===== src/rtl/uart_tx_arbiter.sv =====
// rtl/uart_tx_arbiter.sv - round-robin arbiter sharing one 32-bit UART word transmitter
// Grants one requester at a time, latches its word, runs one transfer and acks or aborts on watchdog.
module uart_tx_arbiter #(
  parameter int N_REQ          = 4,
  parameter int TIMEOUT_CYCLES = 50000
) (
  input  logic                 clk,
  input  logic                 reset,
  input  logic [N_REQ-1:0]     req,
  input  logic [32*N_REQ-1:0]  req_data,
  input  logic [N_REQ-1:0]     req_one_byte,
  output logic [N_REQ-1:0]     ack,
  output logic [N_REQ-1:0]     err,
  output logic                 busy,
  output logic                 tx_send_start,
  output logic [31:0]          tx_data,
  output logic                 tx_one_byte,
  input  logic                 tx_data_end
);

  localparam int IDX_W = $clog2(N_REQ);
  localparam int WD_W  = $clog2(TIMEOUT_CYCLES + 1);

  typedef enum logic [2:0] {
    S_IDLE,
    S_START,
    S_WAIT,
    S_DONE,
    S_ABORT
  } state_t;

  state_t             state_q, state_d;
  logic [IDX_W-1:0]   rr_q, rr_d;
  logic [IDX_W-1:0]   win_q, win_d;
  logic [WD_W-1:0]    wd_q, wd_d;
  logic [N_REQ-1:0]   ack_q, ack_d;
  logic [N_REQ-1:0]   err_q, err_d;
  logic               busy_q, busy_d;
  logic               start_q, start_d;
  logic [31:0]        data_q, data_d;
  logic               ob_q, ob_d;

  logic [IDX_W-1:0]   pick;
  logic               pick_valid;

  // Search starts just after the last winner, so the last winner has lowest priority.
  always_comb begin : pick_search
    int               idx;
    logic [IDX_W-1:0] cand;
    idx        = 0;
    cand       = '0;
    pick       = '0;
    pick_valid = 1'b0;
    for (int k = 1; k <= N_REQ; k++) begin
      idx = int'(rr_q) + k;
      if (idx >= N_REQ) idx = idx - N_REQ;
      cand = IDX_W'(idx);
      if (!pick_valid && req[cand]) begin
        pick_valid = 1'b1;
        pick       = cand;
      end
    end
  end

  always_comb begin
    state_d = state_q;
    rr_d    = rr_q;
    win_d   = win_q;
    wd_d    = wd_q;
    ack_d   = '0;
    err_d   = '0;
    start_d = 1'b0;
    data_d  = data_q;
    ob_d    = ob_q;
    case (state_q)
      S_IDLE: begin
        if (pick_valid) begin
          win_d   = pick;
          start_d = 1'b1;
          state_d = S_START;
          for (int i = 0; i < N_REQ; i++) begin
            if (pick == IDX_W'(i)) begin
              data_d = req_data[32*i +: 32];
              ob_d   = req_one_byte[i];
            end
          end
        end
      end
      S_START: begin
        wd_d    = '0;
        state_d = S_WAIT;
      end
      S_WAIT: begin
        if (wd_q != WD_W'(TIMEOUT_CYCLES)) wd_d = wd_q + 1'b1;
        // Completion wins over a watchdog expiring in the same cycle.
        if (tx_data_end) begin
          ack_d[win_q] = 1'b1;
          state_d      = S_DONE;
        end else if (wd_q == WD_W'(TIMEOUT_CYCLES - 1)) begin
          err_d[win_q] = 1'b1;
          state_d      = S_ABORT;
        end
      end
      S_DONE, S_ABORT: begin
        rr_d    = win_q;
        state_d = S_IDLE;
      end
      default: state_d = S_IDLE;
    endcase
    busy_d = (state_d != S_IDLE);
  end

  always_ff @(posedge clk) begin
    if (reset) begin
      state_q <= S_IDLE;
      rr_q    <= IDX_W'(N_REQ - 1);
      win_q   <= '0;
      wd_q    <= '0;
      ack_q   <= '0;
      err_q   <= '0;
      busy_q  <= 1'b0;
      start_q <= 1'b0;
      data_q  <= '0;
      ob_q    <= 1'b0;
    end else begin
      state_q <= state_d;
      rr_q    <= rr_d;
      win_q   <= win_d;
      wd_q    <= wd_d;
      ack_q   <= ack_d;
      err_q   <= err_d;
      busy_q  <= busy_d;
      start_q <= start_d;
      data_q  <= data_d;
      ob_q    <= ob_d;
    end
  end

  assign ack           = ack_q;
  assign err           = err_q;
  assign busy          = busy_q;
  assign tx_send_start = start_q;
  assign tx_data       = data_q;
  assign tx_one_byte   = ob_q;

endmodule


===== config.mk =====
export PLATFORM = sky130hd
export DESIGN_NAME = uart_tx_arbiter
export DESIGN_NICKNAME = d
export VERILOG_FILES = /design/src/rtl/uart_tx_arbiter.sv
export SDC_FILE = /design/constraint.sdc
export NUM_CORES = 1
export LEC_CHECK = 0
export ABC_CLOCK_PERIOD_IN_PS = 3200
export CORE_MARGIN = 8
export CORE_UTILIZATION = 42
export DETAILED_ROUTE_END_ITERATION = 8
export GPL_ROUTABILITY_DRIVEN = 0
export HOLD_SLACK_MARGIN = 0.03
export PLACE_DENSITY = 0.86
export SYNTH_ARGS = -nofsm -noshare
export SYNTH_HDL_FRONTEND = slang
export SYNTH_SLANG_ARGS = --single-unit

===== constraint.sdc =====
create_clock -name clk -period 3.2 [get_ports clk]
set_clock_uncertainty 0.2 [all_clocks]
set_input_delay 0.48 -clock clk [delete_from_list [all_inputs] [get_ports clk]]
set_output_delay 0.48 -clock clk [all_outputs]
set_load 0.02 [all_outputs]

# Yosys cells after proc, flatten, opt, wreduce, memory -nomap -nowiden

Index checks and enable logic that the tools add are counted.

Register bits after elaboration: 66
Input bits: 139
Output and inout bits: 43
Word-level logic and storage cells: 99

Add/subtract/negate cells: 9
$lt $le $gt $ge: 10
Eq/ne operators: 10
Muxes and demuxes: 37
Bitwise logic cells: 4
Reduce and logical (&&, ||, !) cells: 19

Operator list:

| cell                    | number |
|---|---|
| $mux W32                | 4 |
| $pmux W16 S2            | 1 |
| $add A16 B1 Y16 const B | 1 |
| $eq A16 B16 Y1 const B  | 1 |
| $mux W16                | 1 |
| $mux W2                 | 8 |
| $ne A16 B16 Y1 const B  | 1 |
| $lt A2 B3 Y1 const B    | 5 |
| $mux W1                 | 14 |
| $ge A3 B3 Y1 const B    | 3 |
| $mux W3                 | 3 |
| $pmux W3 S3             | 1 |
| $bmux W1 S2             | 4 |
| $sub A2 B1 Y2 const B   | 4 |
| $add A2 B2 Y3 const B   | 2 |
| $eq A3 B2 Y1 const B    | 2 |
| $add A2 B3 Y4 const B   | 1 |
| $eq A2 B2 Y1 const B    | 2 |
| $ge A4 B3 Y1 const B    | 1 |
| $logic_and A1 B1 Y1     | 4 |
| $not A1 Y1              | 4 |
| $reduce_and A2 Y1       | 2 |
| $reduce_bool A4 Y1      | 1 |
| $reduce_or A2 Y1        | 2 |
| 15 further kinds        | 17 |

# Depth between registers and ports, before layout

Gate-level depths: netlist of the first run.

Depth after elaboration: 20
Depth in mapped cells: 7
Mapped depth without buffers: 7

# Least setup slack after synthesis of the first run

No wires, ideal clock.

Path kind: input-to-reg
From: input port req[3]
To: register data_q[8] (netlist: tx_data[8])
Arrival: 1.830 ns
Data required time: 2.862 ns
Path slack: 1.032 ns
Stages: 7
Buffers on the path: 2
Cell sequence: and3b_1 a211o_1 o21ai_1 buf_2 buf_2 mux2i_1 o221ai_1

Longest elaborated chain between the ends: 16
Elaborated cells on any way between the ends: 31
Classes of those cells: eq/ne (3); mux (19); reduce/logical (9)

Ends and longest elaborated chain:

| item                          | line | RTL |
|---|---|---|
| from (decl)                   | 9    | `input logic [N_REQ-1:0] req,` |
| $bmux W1 S2                   | 58   | `if (!pick_valid && req[cand]) begin` |
| $mux W1 (not written as such) | 58   |  |
| $mux W1                       | 58   |  |
| $logic_not A1 Y1              | 58   |  |
| $logic_and A1 B1 Y1           | 58   |  |
| $mux W1                       | 58   |  |
| $logic_not A1 Y1              | 58   |  |
| $logic_and A1 B1 Y1           | 58   |  |
| $mux W1                       | 58   |  |
| $logic_not A1 Y1              | 58   |  |
| $logic_and A1 B1 Y1           | 58   |  |
| $mux W2                       | 58   |  |
| $eq A2 B1 Y1                  | 82   | `if (pick == IDX_W'(i)) begin` |
| $mux W32 (3 in series)        | 82   |  |
| to (signal assigned)          | 134  | `data_q <= data_d;` |
| to (decl)                     | 40   | `logic [31:0] data_q, data_d;` |

Several ways; a longest one is shown, not always the timed one. The select of a mux whose other input is x is not followed.
A chain may end at the register's enable or synchronous reset.

# Final worst setup path of the first run

From: input port req[3]
To: register data_q[4] (netlist: tx_data[4])

The elaborated chain is that of the path after synthesis.

==> impl_metrics.tcl, run 1 <==
set metrics [dict create \
    cts_buffers 9 \
    clk_pin_slew_worst_paths_ns 0.07 \
    diodes 0 \
    power_frac_seq_pct 38.5 \
    hpwlAfterDp_mm 9.62 \
    path_class "input port to flip-flop" \
    power.density_nw_per_um2 450 \
    multi_input_area_sq_um 1890 \
    postSynthCellCount 362 \
    outcome "completed" \
    ys_seq_area_share_pct 39.7 \
    cts_root_buf "clkbuf_8" \
    p_clk_share_pct 31.5 \
    min_path_cells 2 \
    via_per_inst 5.45 \
    synth_edf_count 0 \
    leakagePower_nw 2.29 \
    synth-main-ff-cell "dfxtp_1" \
    die_y_um 105 \
    antenna_found_initial 0 \
    synth.most_common_cell "mux2i_1" \
    grt_pass1_wl_mm 18.9 \
    synth-seq-cells 66 \
    dr.pass1.iters 4 \
    cts_setup_buffers 0 \
    hp-class "flip-flop to flip-flop" \
    cts.sinks 66 \
    synth_compound_area_share_pct 14.0 \
    ctsResizeCount 0 \
    ys_warn_count 0 \
    drive_above_1_share_pct 6.27 \
    reg2reg_depth 4 \
    internal-power_mw 1.76 \
    setup_viol 0 \
    fill_cells 579 \
    p_sw_share_pct 28.7 \
    ys_types 45 \
    synth_top_family_by_area "multiplexers" \
    htree_levels 3 \
    drc 0 \
    synth.top_cell.area_share_pct 39.7 \
    port_buffers 181 \
    ys_top_cells_by_area "dfxtp_1, mux2i_1, o221ai_1, nand2_1, nor2_1" \
    cap_viol_max_count 0 \
    cts_tree "built" \
    grt_pass1_vias 3853 \
    slew_violations 0 \
    nNetsFinal 678 \
    vias 3508 \
    netSwitchingPower_mw 0.709 \
    fp-row-count 32 \
    synth_mux_area_share_pct 20.2 \
    seqCellArea_sq_um 1320 \
    ant_nets 0 \
    cts_buffer_depth 2 \
    yosys-top-cells-count "mux2i_1, dfxtp_1, nand2_1, o221ai_1, nor2_1" \
    placed_cell_area_sq_um 5270 \
    period_minus_slack_ns 2.49 \
    overflow 0 \
    drtIter0Drc 109 \
    wire_per_inst_um 18.7 \
    netlist_area_sq_um 3320 \
    crit_path_max_fanout 33 \
    power.total_mw 2.47 \
    critPathRequiredTime_ns 3.21 \
    synth_fa_ha_area_share_pct 0.753 \
    synth_area_per_cell_sq_um 9.18 \
    tightest_slew_ns 1.12 \
    synthSimpleGateAreaFrac_pct 18.7 \
    ios 182 \
    area_growth_pct 65.1 \
    yosys.area_share.xor_xnor_pct 2.63 \
    rsz0062_at_grt "false" \
    initial_core_util_pct 43.2 \
    slew_headroom_pct 25.5 \
    final_core_util_pct 71.4 \
    syn_nets 503 \
    core_area_sq_um 7690 \
    timing.hold.ws_ns 0.265 \
    track_usage_pct 21.3 \
    pwr-share-comb_pct 30.0 \
    max_freq_mhz 402 \
    fin_crit_sh_pct 77.8 \
    fp.dieArea_sq_um 11000 \
    die_width_um 105 \
    cp_data_arrival_time_ns 2.50 \
    ys_async_sr_fraction_pct 0 \
    final_cell_area_sq_um 5490 \
    grt_max_degree 34 \
    wl_mm 12.1 \
    final_hold_viol_count 0 \
    netlist.top_cell.by_area "dfxtp_1" \
    clkLatencyLatePin_ns 0.35 \
    endpoint_kind "flip-flop" \
    cp-start-kind "input port" \
    hold_buffers 0 \
    ir_drop_uv 266 \
    fin_tns_setup_ns 0 \
]
-- critical path, stage by stage --
cell	delay, ns
clkdlybuf4s50_1	0.52
nor4_1	0.48
nand2b_1	0.30
or4_1	0.16
buf_4	0.33
o221ai_1	0.20
-- registers in the layout, indices dropped and copies added, names as in the netlist --
signal	count
tx_send_start	1
err	4
tx_data	32
win_q	2
rr_q	2
state_q	3
ack	4
tx_one_byte	1
busy	1
wd_q	16
-- path summary, 6_finish.rpt --
path | start | end | slack [ns]
setup / recovery | req[3] | tx_data[4]$_SDFFE_PP0P_ | 0.71
setup reg to reg | state_q[1]$_SDFF_PP0_ | wd_q[14]$_SDFFE_PP0P_ | 0.86
hold / removal | tx_data[18]$_SDFFE_PP0P_ | tx_data[18]$_SDFFE_PP0P_ | 0.26
hold reg to reg | tx_data[18]$_SDFFE_PP0P_ | tx_data[18]$_SDFFE_PP0P_ | 0.26
-- cell families (layout without fill, tap and decap cells) --
group / Yosys count / count (layout)
AND/OR/NAND/NOR: 125 / 125
multiplexers: 67 / 67
flip-flops: 66 / 66
AO/OA/AOI/OAI: 63 / 63
buffers and inverters: 29 / 209
XOR/XNOR: 10 / 10
adder cells (fa/ha/maj): 2 / 2
-- power by group through the flow --
stage	sequential (mW)	clock, mW	combinational (mW)
final	0.952	0.778	0.742
after global routing	0.961	0.820	0.781
after CTS	0.951	0.784	0.747
after detailed placement	0.968	0	0.743
after global placement	0.965	0	0.723
after floorplan	1.04	0	0.263
-- cell usage in the layout (no fill, tap or decap), drive strengths merged, types with 5 or more instances in the layout --
cell type        n
nand3            6
clkdlybuf4s50  181
nand2           50
buf              7
a21oi           13
nor3             7
o221ai          33
inv              5
mux2i           67
xnor2            6
dfxtp           66
clkbuf          11
nor2            25
o21ai            8
-- per-stage QoR --
| step | cells | worst slack [ns] |
|---|---|---|
| floorplan | 362 | 1.03 |
| global placement | 628 | 0.434 |
| detailed placement | 628 | 0.377 |
| CTS | 644 | 0.720 |
| global route | 644 | 0.595 |
| finish | 644 | 0.711 |
-- metal layers --
metal / up-vias / routed length (um) / GRT usage (%)
met1: 1654 / 4310 / 20.2
met3: 28 / 923 / 7.56
met2: 151 / 6460 / 39.6
li1: 1675 / - / -
met5: - / 0 / 0
met4: 0 / 359 / 10.8
-- area by class of cell --
class                      instances  share of cell area (%)
clock inverter                     5                    1.41
timing repair buffer             188                    34.9
sequential                        66                    24.1
tap                              102                    2.33
multi-input combinational        267                    34.4
clock buffer                      11                    2.58
inverter                           5                   0.342
Power figures use the tool's default switching activity.
==> inputs of run 2 (changes only) <==
==> config.mk (replaced) <==
export PLATFORM = sky130hd
export DESIGN_NAME = uart_tx_arbiter
export DESIGN_NICKNAME = d
export VERILOG_FILES = /design/src/rtl/uart_tx_arbiter.sv
export SDC_FILE = /design/constraint.sdc
export NUM_CORES = 1
export LEC_CHECK = 0
export ABC_CLOCK_PERIOD_IN_PS = 2100
export CORE_MARGIN = 8
export CORE_UTILIZATION = 35
export DETAILED_ROUTE_END_ITERATION = 8
export GPL_ROUTABILITY_DRIVEN = 0
export HOLD_SLACK_MARGIN = 0.03
export PLACE_DENSITY = 0.76
export SYNTH_ARGS = -nofsm -noshare
export SYNTH_HDL_FRONTEND = slang
export SYNTH_SLANG_ARGS = --single-unit
==> constraint.sdc (replaced) <==
create_clock -name clk -period 2.1 [get_ports clk]
set_clock_uncertainty 0.2 [all_clocks]
set_input_delay 0.315 -clock clk [delete_from_list [all_inputs] [get_ports clk]]
set_output_delay 0.315 -clock clk [all_outputs]
set_load 0.02 [all_outputs]
==> run 2 against run 1 <==
  * Final area increased by 4.4%
  * First-iteration DRC count increased by 24%
  * Register-to-register slack got worse by 0.86 ns
  * Worst setup slack got worse by 0.71 ns
  * Via count decreased by 1.3%
  * Non-clock buffer count increased by 25
  * Clock power increased by 39%
  * Total power increased by 50%
  * Die area increased by 17%
  * Combinational power increased by 60%
  * Count of clock-buffer cells in the layout increased by 3
  * Critical endpoint is now wd_q[0]$_SDFFE_PP0P_
  * Largest cell class unchanged
  * Largest power group unchanged
==> impl_metrics.tcl, run 2 (synthesis results as in run 1) <==
set metrics [dict create \
    vias 3462 \
    die_width_um 113 \
    slew_violations 0 \
    holdPathEnd "tx_data[10]$_SDFFE_PP0P_" \
    ant_nets 0 \
    core_area_sq_um 9240 \
    netSwitchingPower_mw 1.06 \
    reg2reg_depth 7 \
    antenna_found_initial 0 \
    final_cell_area_sq_um 5730 \
    leakagePower_nw 2.43 \
    overflow 0 \
    diodes 0 \
    ios 182 \
    dr.pass1.iters 4 \
    clkLatencyLatePin_ns 0.33 \
    dp_slack_ns -0.359 \
    wire_per_inst_um 17.1 \
    drc 0 \
    wl_mm 11.9 \
    drtIter0Drc 135 \
    setup_viol 0 \
    rsz0062_at_grt "true" \
    grt_max_degree 34 \
    fp-row-count 35 \
    grt_pass1_wl_mm 18.6 \
    timing.hold.ws_ns 0.265 \
    slew_headroom_pct 71.0 \
    path_class "flip-flop to flip-flop" \
    hp-class "flip-flop to flip-flop" \
    period_minus_slack_ns 2.10 \
    fin_tns_setup_ns 0 \
    tightest_slew_ns 0.431 \
    layout_common_cells "clkdlybuf4s50_1, mux2i_1, dfxtp_1, nand2_1, o221ai_1" \
    initial_core_util_pct 36.0 \
    nNetsFinal 703 \
    cts_buffer_depth 2 \
    power.density_nw_per_um2 647 \
    power_frac_seq_pct 38.9 \
    cts_root_buf "clkbuf_8" \
    pwr-share-comb_pct 32.0 \
    grt_pass1_vias 3739 \
    p_sw_share_pct 28.5 \
    max_freq_mhz 476 \
    outcome "completed" \
    endpoint_kind "flip-flop" \
    port_buffers 181 \
    startpoint "wd_q[0]$_SDFFE_PP0P_" \
    hold_start "tx_data[10]$_SDFFE_PP0P_" \
    die_y_um 113 \
    min_path_cells 2 \
    fin_crit_sh_pct 100 \
    placed_cell_area_sq_um 5490 \
    clk_pin_slew_worst_paths_ns 0.06 \
    area_growth_pct 72.5 \
    p_clk_share_pct 29.1 \
    via_per_inst 4.97 \
    post-place-cells 678 \
    cts_buffers 9 \
    critPathRequiredTime_ns 2.12 \
    cap_viol_max_count 0 \
    largest_reg_flops 32 \
    track_usage_pct 18.2 \
    worstReg2RegStart "wd_q[0]$_SDFFE_PP0P_" \
    crit_path_max_fanout 5 \
    internal-power_mw 2.65 \
    htree_levels 3 \
    cp_data_arrival_time_ns 2.12 \
    final_common_cell "clkdlybuf4s50_1" \
    drive_above_1_share_pct 11.6 \
    final_cells 696 \
    cts.sinks 66 \
    hpwlAfterDp_mm 9.58 \
    rrSetupSlack_ns 0.0007 \
    fp.dieArea_sq_um 12900 \
    cp-start-kind "flip-flop" \
    cts_tree "built" \
    r2r_end "wd_q[0]$_SDFFE_PP0P_" \
    final_hold_viol_count 0 \
    ir_drop_uv 359 \
    fin_ws_ns 0.000674 \
]
run 2: changes by cell type in the layout (fill, tap and decap cells not counted), moves of 2 or more:
cell      before  now
dfxtp_2        0    2
dfxtp_1       66   63
buf_4          3   27
clkbuf_1       1    3
inv_2          0    2
inv_1          5    3
run 2: worst max path at each step:
stage	depth (start not counted)	endpoint
finish	7	wd_q[0]$_SDFFE_PP0P_
global route	7	wd_q[0]$_SDFFE_PP0P_
CTS	7	wd_q[0]$_SDFFE_PP0P_
detailed placement	6	tx_data[8]$_SDFFE_PP0P_
global placement	6	tx_data[26]$_SDFFE_PP0P_
floorplan	5	wd_q[12]$_SDFFE_PP0P_
run 2: metal layers:
layer	vias up	track usage [%]	wire [um]
met4	0	7.10	233
met1	1597	19.5	4600
met2	126	31.5	6000
met3	14	7.34	1030
met5	-	0	0
li1	1725	-	-
run 2: worst max-delay path, stage by stage, from the launching register on:
cell and delay [ns]:
dfxtp_4 0.34, inv_2 0.04, ha_1 0.12, or4bb_1 0.40, or4_4 0.57, a22o_1 0.20, nand2_1 0.07, a21oi_1 0.06
run 2: stage by stage:
step                      power (mW)  utilization, %
after floorplan                 1.98               -
after global placement          2.63            59.4
after detailed placement        2.65            59.4
final                           3.71            62.0
after CTS                       3.74            61.9
after global routing            3.90            62.0
run 2: layout make-up:
| type | count | area (sq um) |
|---|---|---|
| Inverter | 5 | 18.8 |
| Tap cell | 129 | 161 |
| Clock inverter | 2 | 35.0 |
| Multi-Input combinational cell | 267 | 1910 |
| Clock buffer | 14 | 163 |
| Fill cell | 788 | 3510 |
| Timing Repair Buffer | 213 | 2120 |
| Sequential cell | 66 | 1330 |
run 2: power by group through the flow:
stage / Combinational (mW) / Clock, mW / Sequential [mW]
floorplan: 0.401 / 0 / 1.58
global placement: 1.16 / 0 / 1.46
detailed placement: 1.18 / 0 / 1.47
CTS: 1.19 / 1.11 / 1.44
global route: 1.27 / 1.17 / 1.46
finish: 1.19 / 1.08 / 1.44
run 2: what timing repair did:
item / 4_1_cts / 5_1_grt
pin swaps: 5 / 3
buffers inserted: 2 / 0
hold buffers: 0 / 0
cloned: 0 / 0
setup endpoints to repair: 35 / 37
gates resized for setup: 7 / 5
